## src/rtl/uart_rx_if.sv

```systemverilog
// uart_rx_if: serial receive port bundle.
//   rx         - asynchronous serial line into the receiver (idle high)
//   rx_data    - last correctly received byte
//   rx_valid   - one-cycle pulse, rx_data updated in the same cycle
//   frame_err  - one-cycle pulse, stop bit sampled low
//   parity_err - one-cycle pulse, even-parity mismatch
//   busy       - receiver is not idle
// master: the side driving the line (line source / test driver)
// slave : the receiver itself
interface uart_rx_if;
  logic       rx;
  logic [7:0] rx_data;
  logic       rx_valid;
  logic       frame_err;
  logic       parity_err;
  logic       busy;

  modport master (
    output rx,
    input  rx_data, rx_valid, frame_err, parity_err, busy
  );

  modport slave (
    input  rx,
    output rx_data, rx_valid, frame_err, parity_err, busy
  );
endinterface

```

## src/rtl/uart_rx.sv

```systemverilog
// uart_rx: UART receiver, 8 data bits LSB first, 1 stop bit.
// Optional even-parity bit enabled by defining UART_RX_PARITY_EN (8E1);
// default build is 8N1 with parity_err tied low.
// Ports:
//   clk  - system clock, rising edge
//   rst  - asynchronous active-high reset
//   bus  - uart_rx_if.slave (rx in; rx_data, rx_valid, frame_err,
//          parity_err, busy out)
// Parameter CLKS_PER_BIT: clk cycles per serial bit (4..65535).
//
// state   | meaning
// IDLE    | waiting for a falling edge on the synchronized line
// START   | half-bit wait, confirm start bit still low
// DATA    | sample 8 data bits, one per bit period
// PARITY  | sample even-parity bit (UART_RX_PARITY_EN only)
// STOP    | sample stop bit, issue result pulse on exit
module uart_rx #(
  parameter int CLKS_PER_BIT = 1250
) (
  input  logic     clk,
  input  logic     rst,
  uart_rx_if.slave bus
);

  localparam int HALF_BIT = CLKS_PER_BIT / 2;

  typedef enum logic [2:0] {
    S_IDLE,
    S_START,
    S_DATA,
`ifdef UART_RX_PARITY_EN
    S_PARITY,
`endif
    S_STOP
  } state_t;

  state_t      r_state, w_next;
  logic        r_rx_s1, r_rx_s2, r_rx_prev;
  logic [1:0]  r_sync_vld;
  logic [15:0] r_timer;
  logic [2:0]  r_bit_cnt;
  logic [7:0]  r_shift;
  logic [7:0]  r_rx_data;
  logic        r_rx_valid, r_frame_err;
  logic        w_fall, w_half_done, w_bit_done, w_par_mismatch, w_busy;

`ifdef UART_RX_PARITY_EN
  logic        r_par_bit, r_parity_err;
  assign w_par_mismatch = (^r_shift) ^ r_par_bit;
`else
  assign w_par_mismatch = 1'b0;
`endif

  // The synchronizer flops reset high, so r_sync_vld marks when r_rx_s2
  // holds a real line sample. r_rx_prev only reports high for a real
  // high sample; a line already low at reset release is not an edge.
  always_ff @(posedge clk or posedge rst) begin
    if (rst) begin
      r_rx_s1    <= 1'b1;
      r_rx_s2    <= 1'b1;
      r_sync_vld <= 2'b00;
      r_rx_prev  <= 1'b0;
    end else begin
      r_rx_s1    <= bus.rx;
      r_rx_s2    <= r_rx_s1;
      r_sync_vld <= {r_sync_vld[0], 1'b1};
      r_rx_prev  <= r_sync_vld[1] & r_rx_s2;
    end
  end

  assign w_fall      = r_rx_prev & ~r_rx_s2;
  assign w_half_done = (r_timer == 16'(HALF_BIT - 1));
  assign w_bit_done  = (r_timer == 16'(CLKS_PER_BIT - 1));

  // state register
  always_ff @(posedge clk or posedge rst) begin
    if (rst) r_state <= S_IDLE;
    else     r_state <= w_next;
  end

  // next-state logic
  always_comb begin
    w_next = r_state;
    case (r_state)
      S_IDLE:  if (w_fall) w_next = S_START;
      S_START: if (w_half_done) w_next = r_rx_s2 ? S_IDLE : S_DATA;
      S_DATA:
        if (w_bit_done && (r_bit_cnt == 3'd7)) begin
`ifdef UART_RX_PARITY_EN
          w_next = S_PARITY;
`else
          w_next = S_STOP;
`endif
        end
`ifdef UART_RX_PARITY_EN
      S_PARITY: if (w_bit_done) w_next = S_STOP;
`endif
      S_STOP:  if (w_bit_done) w_next = S_IDLE;
      default: w_next = S_IDLE;
    endcase
  end

  // output logic
  always_comb begin
    w_busy = (r_state != S_IDLE);
  end

  // Datapath: timer restarts on every state change and on each bit sample.
  // Result pulses are registered at the stop sample, so they appear in the
  // first IDLE cycle, which also accepts the next start edge.
  always_ff @(posedge clk or posedge rst) begin
    if (rst) begin
      r_timer     <= '0;
      r_bit_cnt   <= '0;
      r_shift     <= '0;
      r_rx_data   <= '0;
      r_rx_valid  <= 1'b0;
      r_frame_err <= 1'b0;
`ifdef UART_RX_PARITY_EN
      r_par_bit    <= 1'b0;
      r_parity_err <= 1'b0;
`endif
    end else begin
      r_rx_valid  <= 1'b0;
      r_frame_err <= 1'b0;
`ifdef UART_RX_PARITY_EN
      r_parity_err <= 1'b0;
`endif
      if ((r_state == S_IDLE) || (w_next != r_state) || w_bit_done)
        r_timer <= '0;
      else
        r_timer <= r_timer + 16'd1;

      if (r_state == S_START) r_bit_cnt <= '0;

      if ((r_state == S_DATA) && w_bit_done) begin
        r_shift   <= {r_rx_s2, r_shift[7:1]};
        r_bit_cnt <= r_bit_cnt + 3'd1;
      end

`ifdef UART_RX_PARITY_EN
      if ((r_state == S_PARITY) && w_bit_done) r_par_bit <= r_rx_s2;
`endif

      if ((r_state == S_STOP) && w_bit_done) begin
        r_frame_err <= ~r_rx_s2;
`ifdef UART_RX_PARITY_EN
        r_parity_err <= w_par_mismatch;
`endif
        if (r_rx_s2 && !w_par_mismatch) begin
          r_rx_valid <= 1'b1;
          r_rx_data  <= r_shift;
        end
      end
    end
  end

  assign bus.rx_data   = r_rx_data;
  assign bus.rx_valid  = r_rx_valid;
  assign bus.frame_err = r_frame_err;
  assign bus.busy      = w_busy;
`ifdef UART_RX_PARITY_EN
  assign bus.parity_err = r_parity_err;
`else
  assign bus.parity_err = 1'b0;
`endif

endmodule

```

## src/flat_wrapper.sv

```systemverilog
// flat-port wrapper written by rule: the top's interface ports become plain ports
module uart_rx_flat 
#(
  parameter int CLKS_PER_BIT = 1250
)
  (clk, rst, bus_rx, bus_rx_data, bus_rx_valid, bus_frame_err, bus_parity_err, bus_busy);
  uart_rx_if bus_i ();
  input  logic clk;
  input  logic rst;
  input wire logic [$bits(bus_i.rx)-1:0] bus_rx;
  output wire logic [$bits(bus_i.rx_data)-1:0] bus_rx_data;
  output wire logic [$bits(bus_i.rx_valid)-1:0] bus_rx_valid;
  output wire logic [$bits(bus_i.frame_err)-1:0] bus_frame_err;
  output wire logic [$bits(bus_i.parity_err)-1:0] bus_parity_err;
  output wire logic [$bits(bus_i.busy)-1:0] bus_busy;
  assign bus_i.rx = bus_rx;
  assign bus_rx_data = bus_i.rx_data;
  assign bus_rx_valid = bus_i.rx_valid;
  assign bus_frame_err = bus_i.frame_err;
  assign bus_parity_err = bus_i.parity_err;
  assign bus_busy = bus_i.busy;
  uart_rx #(.CLKS_PER_BIT(CLKS_PER_BIT)) u_core (.clk(clk), .rst(rst), .bus(bus_i));
endmodule
```

## config.mk

```make
export PLATFORM = sky130hd
export DESIGN_NAME = uart_rx_flat
export DESIGN_NICKNAME = d
export VERILOG_FILES = /design/src/rtl/uart_rx_if.sv /design/src/rtl/uart_rx.sv /design/src/flat_wrapper.sv
export SDC_FILE = /design/constraint.sdc
export NUM_CORES = 1
export LEC_CHECK = 0
export ABC_AREA = 1
export ABC_CLOCK_PERIOD_IN_PS = 2900
export BUFFER_PORTS_ARGS = -buffer_cell sky130_fd_sc_hd__buf_4
export CAP_MARGIN = 40
export CORE_AREA = 2 2 85 87
export DETAILED_ROUTE_END_ITERATION = 8
export DIE_AREA = 0 0 87 89
export GPL_TIMING_DRIVEN = 0
export HOLD_SLACK_MARGIN = 0.05
export SLEW_MARGIN = 20
export SYNTH_ARGS = -nofsm -noshare
export SYNTH_HDL_FRONTEND = slang
export SYNTH_SLANG_ARGS = --single-unit
```

## constraint.sdc

```tcl
create_clock -name clk -period 2.9 [get_ports clk]
set_clock_uncertainty 0.2 [all_clocks]
set_input_delay 0.87 -clock clk [delete_from_list [all_inputs] [get_ports clk]]
set_output_delay 0.87 -clock clk [all_outputs]
set_load 0.05 [all_outputs]
```

# --- Yosys cells after proc, flatten, opt, wreduce, memory -nomap -nowiden ---
# Index checks and enable logic that the tools add are counted.
classes:
  bitwise: 3
  reduce_logical: 9
  n_mux: 12
  eq_ne: 7
  n_addsub: 2
op_table:
  columns: ["operator", "n"]
  rows:
  - ["$mux 3", 6]
  - ["$add 16x1->16 const B", 1]
  - ["$eq 16x10->1 const B", 1]
  - ["$eq 16x11->1 const B", 1]
  - ["$mux 16", 1]
  - ["$pmux 3 s4", 1]
  - ["$eq 3x2->1 const B", 2]
  - ["$add 3x1->3 const B", 1]
  - ["$eq 3x1->1 const B", 1]
  - ["$eq 3x3->1 const B", 1]
  - ["$logic_and 1x1->1", 3]
  - ["$logic_not 3->1", 1]
  - ["$mux 1", 3]
  - ["$ne 3x3->1", 1]
  - ["$reduce_bool 3->1", 1]
  - ["$and 1x1->1", 2]
  - ["$logic_or 1x1->1", 2]
  - ["$mux 2", 1]
  - ["$reduce_and 2->1", 1]
  - ["$reduce_bool 2->1", 1]
  - ["$not 1->1", 1]
totals:
  regBits: 45
  input_bits: 3
  output_inout_bits: 12

# --- Logic depth before layout (Yosys ltp) ---
# Gate-level depths: netlist of the first run.
depth:
  word_depth: 8
  depth_mapped: 13
  mapped_depth_nobuf: 12

# --- Worst setup path before layout of the first run ---
# Ideal clock, no wire load.
synth_path:
  path_kind: "reg2reg"
  start: "register u_core.r_state[1]"
  end: "register u_core.r_timer[5]"
  required_time_ns: 2.632
  path_buffers: 1
  setup_ns: 0.068
  setup_slack_ns: 0.877
  stages_incl_launch_ff: 9
  arrival_ns: 1.755
  path_cell_list: "dfrtp_1 > inv_2 > nand3_1 > nor3_1 > a21oi_4 > nand3_2 > nand2_4 > buf_12 > nor2_4"
synth_via:
  elab_chain_cells: 6
  word_cells_on_any_way: 13
  cone_classes: "eq/ne: 4; mux: 6; reduce/logical: 3"
synth_rtl:
  columns: ["item", "line", "source"]
  rows:
  - ["start, declared", "uart_rx.sv:37", "state_t r_state, w_next;"]
  - ["start signal, assigned", "uart_rx.sv:78", "else r_state <= w_next;"]
  - ["$eq 3x2->1, or another cell as far along", "uart_rx.sv:84", "case (r_state)"]
  - ["$pmux 3 s4", "uart_rx.sv:84", null]
  - ["$ne 3x3->1", "uart_rx.sv:129", "if ((r_state == S_IDLE) || (w_next != r_state) || w_bit_done)"]
  - ["$logic_or 1x1->1 * (2 in series)", "uart_rx.sv:129", null]
  - ["$mux 16 *", "uart_rx.sv:129", null]
  - ["end signal, assigned", "uart_rx.sv:132", "r_timer <= r_timer + 16'd1;"]
  - ["end, declared", "uart_rx.sv:40", "logic [15:0] r_timer;"]
# Every way passes the cells marked *; elsewhere a longest branch is shown, timed or not.
# A chain may end at the register's enable or synchronous reset.

# --- Worst setup path in the final report of the first run ---
layout_path:
  start: "register u_core.r_state[0]"
  end: "output bus_busy"
layout_via:
  elab_chain_cells: 1
layout_rtl:
  columns: ["item", "line", "source"]
  rows:
  - ["$reduce_bool 3->1", "uart_rx.sv:105", "w_busy = (r_state != S_IDLE);"]
  - ["end, declared", "flat_wrapper.sv:15", "output wire logic [$bits(bus_i.busy)-1:0] bus_busy;"]
# Every way passes these cells.

==> results.json, run 1 <==
{
  "fillerInstances": 672,
  "dp.final_hpwl_mm": 2.92,
  "clkLatencyLatePin_ps": 310,
  "grt_antenna_before_repair": 0,
  "stdcell_count": 359,
  "finalSetupTns_ps": 0,
  "crit_slowest_cell": "dfrtp_1",
  "area.sequential_mm2": 0.00113,
  "crit_path_max_incr_delay_ps": 430,
  "residual_drc_count": 0,
  "final_hold_viol_count": 0,
  "p_leak_nw": 1.18,
  "synthDominantAreaCellType": "dfrtp_1",
  "yosysUniqueCellTypes": 32,
  "synth-edff-count": 0,
  "final_net_count": 286,
  "grt.overflow.total": 0,
  "clock_sinks": 45,
  "cts_buffers": 5,
  "synth.most_common_cell": "nand2_1",
  "cts-hold-fix-buffers": 0,
  "grt_start_max_net_pins": 30,
  "floorplan_core_area_mm2": 0.00672,
  "grt_pass1_vias": 1576,
  "clockRootBuffer": "clkbuf_8",
  "rr_startpoint": "u_core.r_timer[1]",
  "worst-endpoint-arrival_ps": 1140,
  "grt_setup_unrepaired": "false",
  "cts_tree": "done",
  "die_h_um": 89,
  "async_reset_ff_share_pct": 100,
  "yosysSeqAreaShare_pct": 48.1,
  "area_growth_pct": 13.4,
  "worst-path-max-fanout": 4,
  "ant_nets": 0,
  "worst_case_clock_buffer_depth": 2,
  "finalCriticalPeriod_ps": 2210,
  "maxCapViolations": 0,
  "timing.setup.critical_path_class": "flop to output pin",
  "drt_pre_antenna_iters": 4,
  "tightest_hold_check_type": "flop to flop",
  "vdd_drop_max_uv": 185,
  "synth.ff_latch_count": 45,
  "avgRoutedWirePerCell_um": 11.2,
  "yosys_warnings": 0,
  "post_route_cells_drive_above_1_share_pct": 25.1,
  "detail_route.vias_per_cell": 4.45,
  "cell_pwr_density_mw_per_mm2": 410,
  "crit_path_start": "u_core.r_state[0]",
  "die_width_um": 87,
  "crit_path_end_kind": "output pin",
  "outcome": "finished, final reports clean",
  "antenna_cells_inserted": 0,
  "pin_count": 15,
  "syn_area_mm2": 0.00235,
  "worstPathRequired_ps": 1830,
  "postSynthAreaPerCell_um2": 9.16,
  "clk_pin_slew_worst_paths_ps": 90,
  "drt-initial-drc-count": 102,
  "top_post_synthesis_cells_by_count": "nand2_1, dfrtp_1, inv_1",
  "synth.top_cells.by_area": "dfrtp_1, nand2_1, nor2_4, inv_1, nor2_1",
  "grt_first_pass_wirelength_mm": 7.54,
  "achievable-frequency_mhz": 453,
  "start_util_pct": 34.9,
  "vias": 1598,
  "netlist.area_leader.share_pct": 45.9,
  "htreeDepth": 2,
  "layout_worst_path_cycle_share_pct": 76.1,
  "post_synth_inst_count": 256,
  "final_slew_violations": 0,
  "cp_cell_sequence": "inv_1, nand3_1, buf_4",
  "placement.io_buffers": 13,
  "routabilityCongestion": 0.852,
  "postCtsSetupBuffers": 0,
  "startpoint_type": "flop",
  "setup_viol": 0,
  "post_cts_resize_count": 0,
  "multi_input_area_mm2": 0.00102,
  "core.rowCount": 30,
  "globalRouteTotalUtil_pct": 12.6,
  "numPlacedInstances": 351,
  "ys.flop_type": "dfrtp_1",
  "holdCritStartpoint": "u_core.r_sync_vld[0]",
  "die_outline_area_mm2": 0.00774,
  "wl_mm": 4.02
}
==> cell type report <==
cell class | instances | area share (%)
timing repair buffer | 14 | 4.42
clock inverter | 3 | 0.940
sequential | 45 | 42.4
clock buffer | 5 | 2.59
tap | 80 | 3.76
buffer | 5 | 1.93
inverter | 39 | 5.55
multi-input combinational | 168 | 38.4
==> routing by layer <==
| metal | up-vias | GRT usage [%] | wire [um] |
|---|---|---|---|
| met3 | 6 | 2.86 | 128 |
| met5 | - | 0 | 0 |
| met2 | 27 | 18.7 | 1790 |
| met1 | 734 | 17.6 | 2020 |
| li1 | 831 | - | - |
| met4 | 0 | 5.54 | 78 |
==> sequential cells by signal, indices dropped and copies added, names as in the netlist <==
register / count
u_core.r_timer: 16
u_core.bus.rx_data: 8
u_core.r_shift: 8
u_core.r_bit_cnt: 3
u_core.r_state: 3
u_core.r_sync_vld: 2
u_core.bus.frame_err: 1
u_core.bus.rx_valid: 1
u_core.r_rx_prev: 1
u_core.r_rx_s1: 1
u_core.r_rx_s2: 1
==> logic make-up after synthesis <==
| family | after synthesis | share of synthesized area (%) |
|---|---|---|
| buf+inv | 44 | 8.48 |
| flops | 45 | 48.1 |
| xor+xnor | 11 | 4.11 |
| simple gates | 126 | 30.8 |
| fa+ha+maj | 5 | 2.67 |
| other cells | 2 | 0.320 |
| compound gates | 23 | 5.49 |
==> critical path, delay by kind of cell (launching register included) <==
family	cells	cell delay, ps
flops	1	430
buf+inv	2	310
simple gates	1	100
==> cells in the final DEF (no fill, tap or decap), drive strengths merged <==
cell type	count
dfrtp	43
clkbuf	5
dfstp	2
nand3	13
nor2	42
inv	39
xnor2	3
a21oi	3
o21ai	19
nor3	5
clkinv	2
ha	5
nand2	59
nand4	5
clkinvlp	1
o31ai	1
nor4	2
buf	19
xor2	8
conb	3
==> where the power goes <==
part | internal [W] | switching [W]
sequential | 0.000634 | 0.00000446
combinational | 0.0000129 | 0.0000326
clock | 0.000176 | 0.000232
total | 0.000822 | 0.000269
==> metrics by stage <==
step	util, %	power (W)	worst slack (ps)	hold WS (ps)	cell area [um2]
detailed placement	38.2	0.000698	962	141	2570
floorplan	-	0.000682	774	131	2350
finish	39.6	0.00109	693	145	2660
global placement	37.9	0.000693	139	132	2550
CTS	39.6	0.00111	682	153	2660
global route	39.6	0.00114	617	159	2660
==> final timing paths <==
kind / end / slack, ps / cells past startpoint
max in group asynchronous: u_core.r_rx_s2 / 1630 / 3
setup / recovery: bus_busy / 690 / 3
setup reg to reg: u_core.r_timer[6] / 960 / 12
hold / removal: u_core.r_sync_vld[1] / 150 / 0
hold reg to reg: u_core.r_sync_vld[1] / 150 / 0
min in group asynchronous: u_core.bus.rx_valid / 330 / 2
Power figures use the tool's default switching activity.
==> inputs of run 2 (changes only) <==
--- a/config.mk
+++ b/config.mk
@@ -6,7 +6,7 @@
 export NUM_CORES = 1
 export LEC_CHECK = 0
 export ABC_AREA = 1
-export ABC_CLOCK_PERIOD_IN_PS = 2900
+export ABC_CLOCK_PERIOD_IN_PS = 1900
 export BUFFER_PORTS_ARGS = -buffer_cell sky130_fd_sc_hd__buf_4
 export CAP_MARGIN = 40
 export CORE_AREA = 2 2 85 87
==> constraint.sdc (replaced) <==
create_clock -name clk -period 1.9 [get_ports clk]
set_clock_uncertainty 0.2 [all_clocks]
set_input_delay 0.57 -clock clk [delete_from_list [all_inputs] [get_ports clk]]
set_output_delay 0.57 -clock clk [all_outputs]
set_load 0.05 [all_outputs]
==> results.json, run 2 (synthesis results as in run 1) <==
{
  "grt_antenna_before_repair": 0,
  "final_slew_violations": 0,
  "worst_hold_slack_ps": 155,
  "drt-initial-drc-count": 130,
  "crit_path_max_incr_delay_ps": 410,
  "clkLatencyLatePin_ps": 310,
  "total_power_of_the_final_layout_w": 0.00171,
  "holdCritStartpoint": "bus_rx",
  "place_worst_setup_slack_ps": -58.3,
  "grt_setup_unrepaired": "true",
  "globalRouteTotalUtil_pct": 12.7,
  "worst_case_clock_buffer_depth": 2,
  "core.rowCount": 30,
  "worst-path-max-fanout": 5,
  "area_growth_pct": 24.2,
  "cell_pwr_density_mw_per_mm2": 588,
  "timing.reg2reg.setup_slack_ps": -20,
  "clock_sinks": 45,
  "drt_pre_antenna_iters": 4,
  "final_net_count": 304,
  "grt_pass1_vias": 1652,
  "final_critical_path_setup_slack_ps": -17.4,
  "ant_nets": 0,
  "final_hold_viol_count": 0,
  "rr_startpoint": "u_core.r_timer[1]",
  "setup_viol": 5,
  "tightest_hold_check_type": "primary input to flop",
  "die_h_um": 89,
  "htreeDepth": 2,
  "crit_path_end_kind": "flop",
  "timing.setup.critical_path_class": "flop to flop",
  "area.sequential_mm2": 0.00113,
  "holdPathStages": 1,
  "pin_count": 15,
  "die_width_um": 87,
  "clockRootBuffer": "clkbuf_8",
  "wl_mm": 4.47,
  "p_leak_nw": 1.32,
  "cts_tree": "done",
  "maxCapViolations": 0,
  "achievable-frequency_mhz": 522,
  "worst_hold_path.endpoint": "u_core.r_rx_s1",
  "detail_route.vias_per_cell": 4.53,
  "critical_path.reg2reg.endpoint": "u_core.r_timer[8]",
  "grt_start_max_net_pins": 30,
  "dp.final_hpwl_mm": 3.06,
  "outcome": "finished, violations left",
  "worstPathRequired_ps": 1900,
  "startpoint_type": "flop",
  "layout_worst_path_cycle_share_pct": 101,
  "die_outline_area_mm2": 0.00774,
  "final_cell_mix": "nand2_1, dfrtp_1, buf_4, inv_1, nor2_1",
  "cts_buffers": 5,
  "post_route_cells_drive_above_1_share_pct": 34.7,
  "largest_register_ffs": 16,
  "cp_cell_sequence": "inv_2, ha_4, nand2_2, clkinv_2, nand2_2, nor2_4, nand2_4, a21oi_4, nand3_2, nand2_4, buf_12, buf_12, nor2_4",
  "final_util_pct": 43.4,
  "routabilityCongestion": 0.845,
  "antenna_cells_inserted": 0,
  "crit_slowest_cell": "dfrtp_1",
  "avgRoutedWirePerCell_um": 11.9,
  "clk_pin_slew_worst_paths_ps": 100,
  "placement.io_buffers": 13,
  "start_util_pct": 34.9,
  "fillerInstances": 633,
  "worst-endpoint-arrival_ps": 1920,
  "finalSetupTns_ps": -71.6,
  "failing_checks": "setup timing",
  "floorplan_core_area_mm2": 0.00672,
  "vdd_drop_max_uv": 402,
  "vias": 1707,
  "largest_register": "u_core.r_timer",
  "grt.overflow.total": 0,
  "grt_first_pass_wirelength_mm": 7.60,
  "finalCriticalPeriod_ps": 1920,
  "layout_commonest_cell": "nand2_1",
  "multi_input_area_mm2": 0.00108,
  "residual_drc_count": 0,
  "timing.reg2reg.worst_path_depth": 13
}
run 2: changes by cell type in the layout (fill, tap and decap cells not counted), sizes merged:
cell	previous run	this run
dlygate4sd3	0	1
buf	19	36
clkinvlp	1	0
inv	39	40
run 2: stage by stage:
stage	std cells	cell area, um2
5_1_grt	377	2910
6_report	377	2910
4_1_cts	369	2810
3_5_place_dp	351	2570
2_1_floorplan	257	2350
3_3_place_gp	350	2550
run 2: worst max-delay path: cells and delay by family, from the launching register on:
| family | cells | cell delay (ps) |
|---|---|---|
| flops | 1 | 410 |
| simple gates | 7 | 570 |
| fa+ha+maj | 1 | 130 |
| buf+inv | 4 | 370 |
| compound gates | 1 | 130 |
run 2: report_power, final:
part	total (W)	switching, W	internal (W)
Combinational	0.0000849	0.0000540	0.0000309
Sequential	0.000974	0.00000708	0.000967
Clock	0.000655	0.000377	0.000278
run 2: layer usage:
layer	up-vias	part of all wire [%]	global-route usage, %	routed length, um
li1	874	-	-	-
met5	-	0	0	0
met1	804	47	16.9	2120
met4	0	1.7	4.69	75
met2	24	48	20.5	2140
met3	5	3.0	2.59	136
run 2: layout make-up:
type                    instances  area share, %
flip-flops and latches         45           38.8
multi-input cells             168           37.1
repair buffers                 32           10.2
inverters                      39           5.11
well taps                      80           3.43
clock buffers                   5           2.36
plain buffers                   5           1.98
clock inverters                 3          0.988
run 2: how the worst max path moves through the flow:
stage / depth (start not counted) / endpoint / slack (ps) / start
6_report: 13 / u_core.r_timer[8] / -20 / u_core.r_timer[1]
5_1_grt: 13 / u_core.r_timer[5] / -130 / u_core.r_timer[1]
4_1_cts: 13 / u_core.r_timer[5] / -40 / u_core.r_timer[1]
3_5_place_dp: 12 / u_core.r_timer[5] / -60 / u_core.r_timer[1]
3_3_place_gp: 2 / u_core.r_timer[6] / -560 / rst
2_1_floorplan: 1 / u_core.bus.frame_err / 70 / rst
run 2: repair_timing:
item                                   CTS  global route
endpoints found under the hold margin   15             0
hold buffers                             1             0
gates cloned                             1             1
buffers inserted                         8             8
setup endpoints to repair               10            35
pin swaps                                4             9
gates resized for setup                  8            17
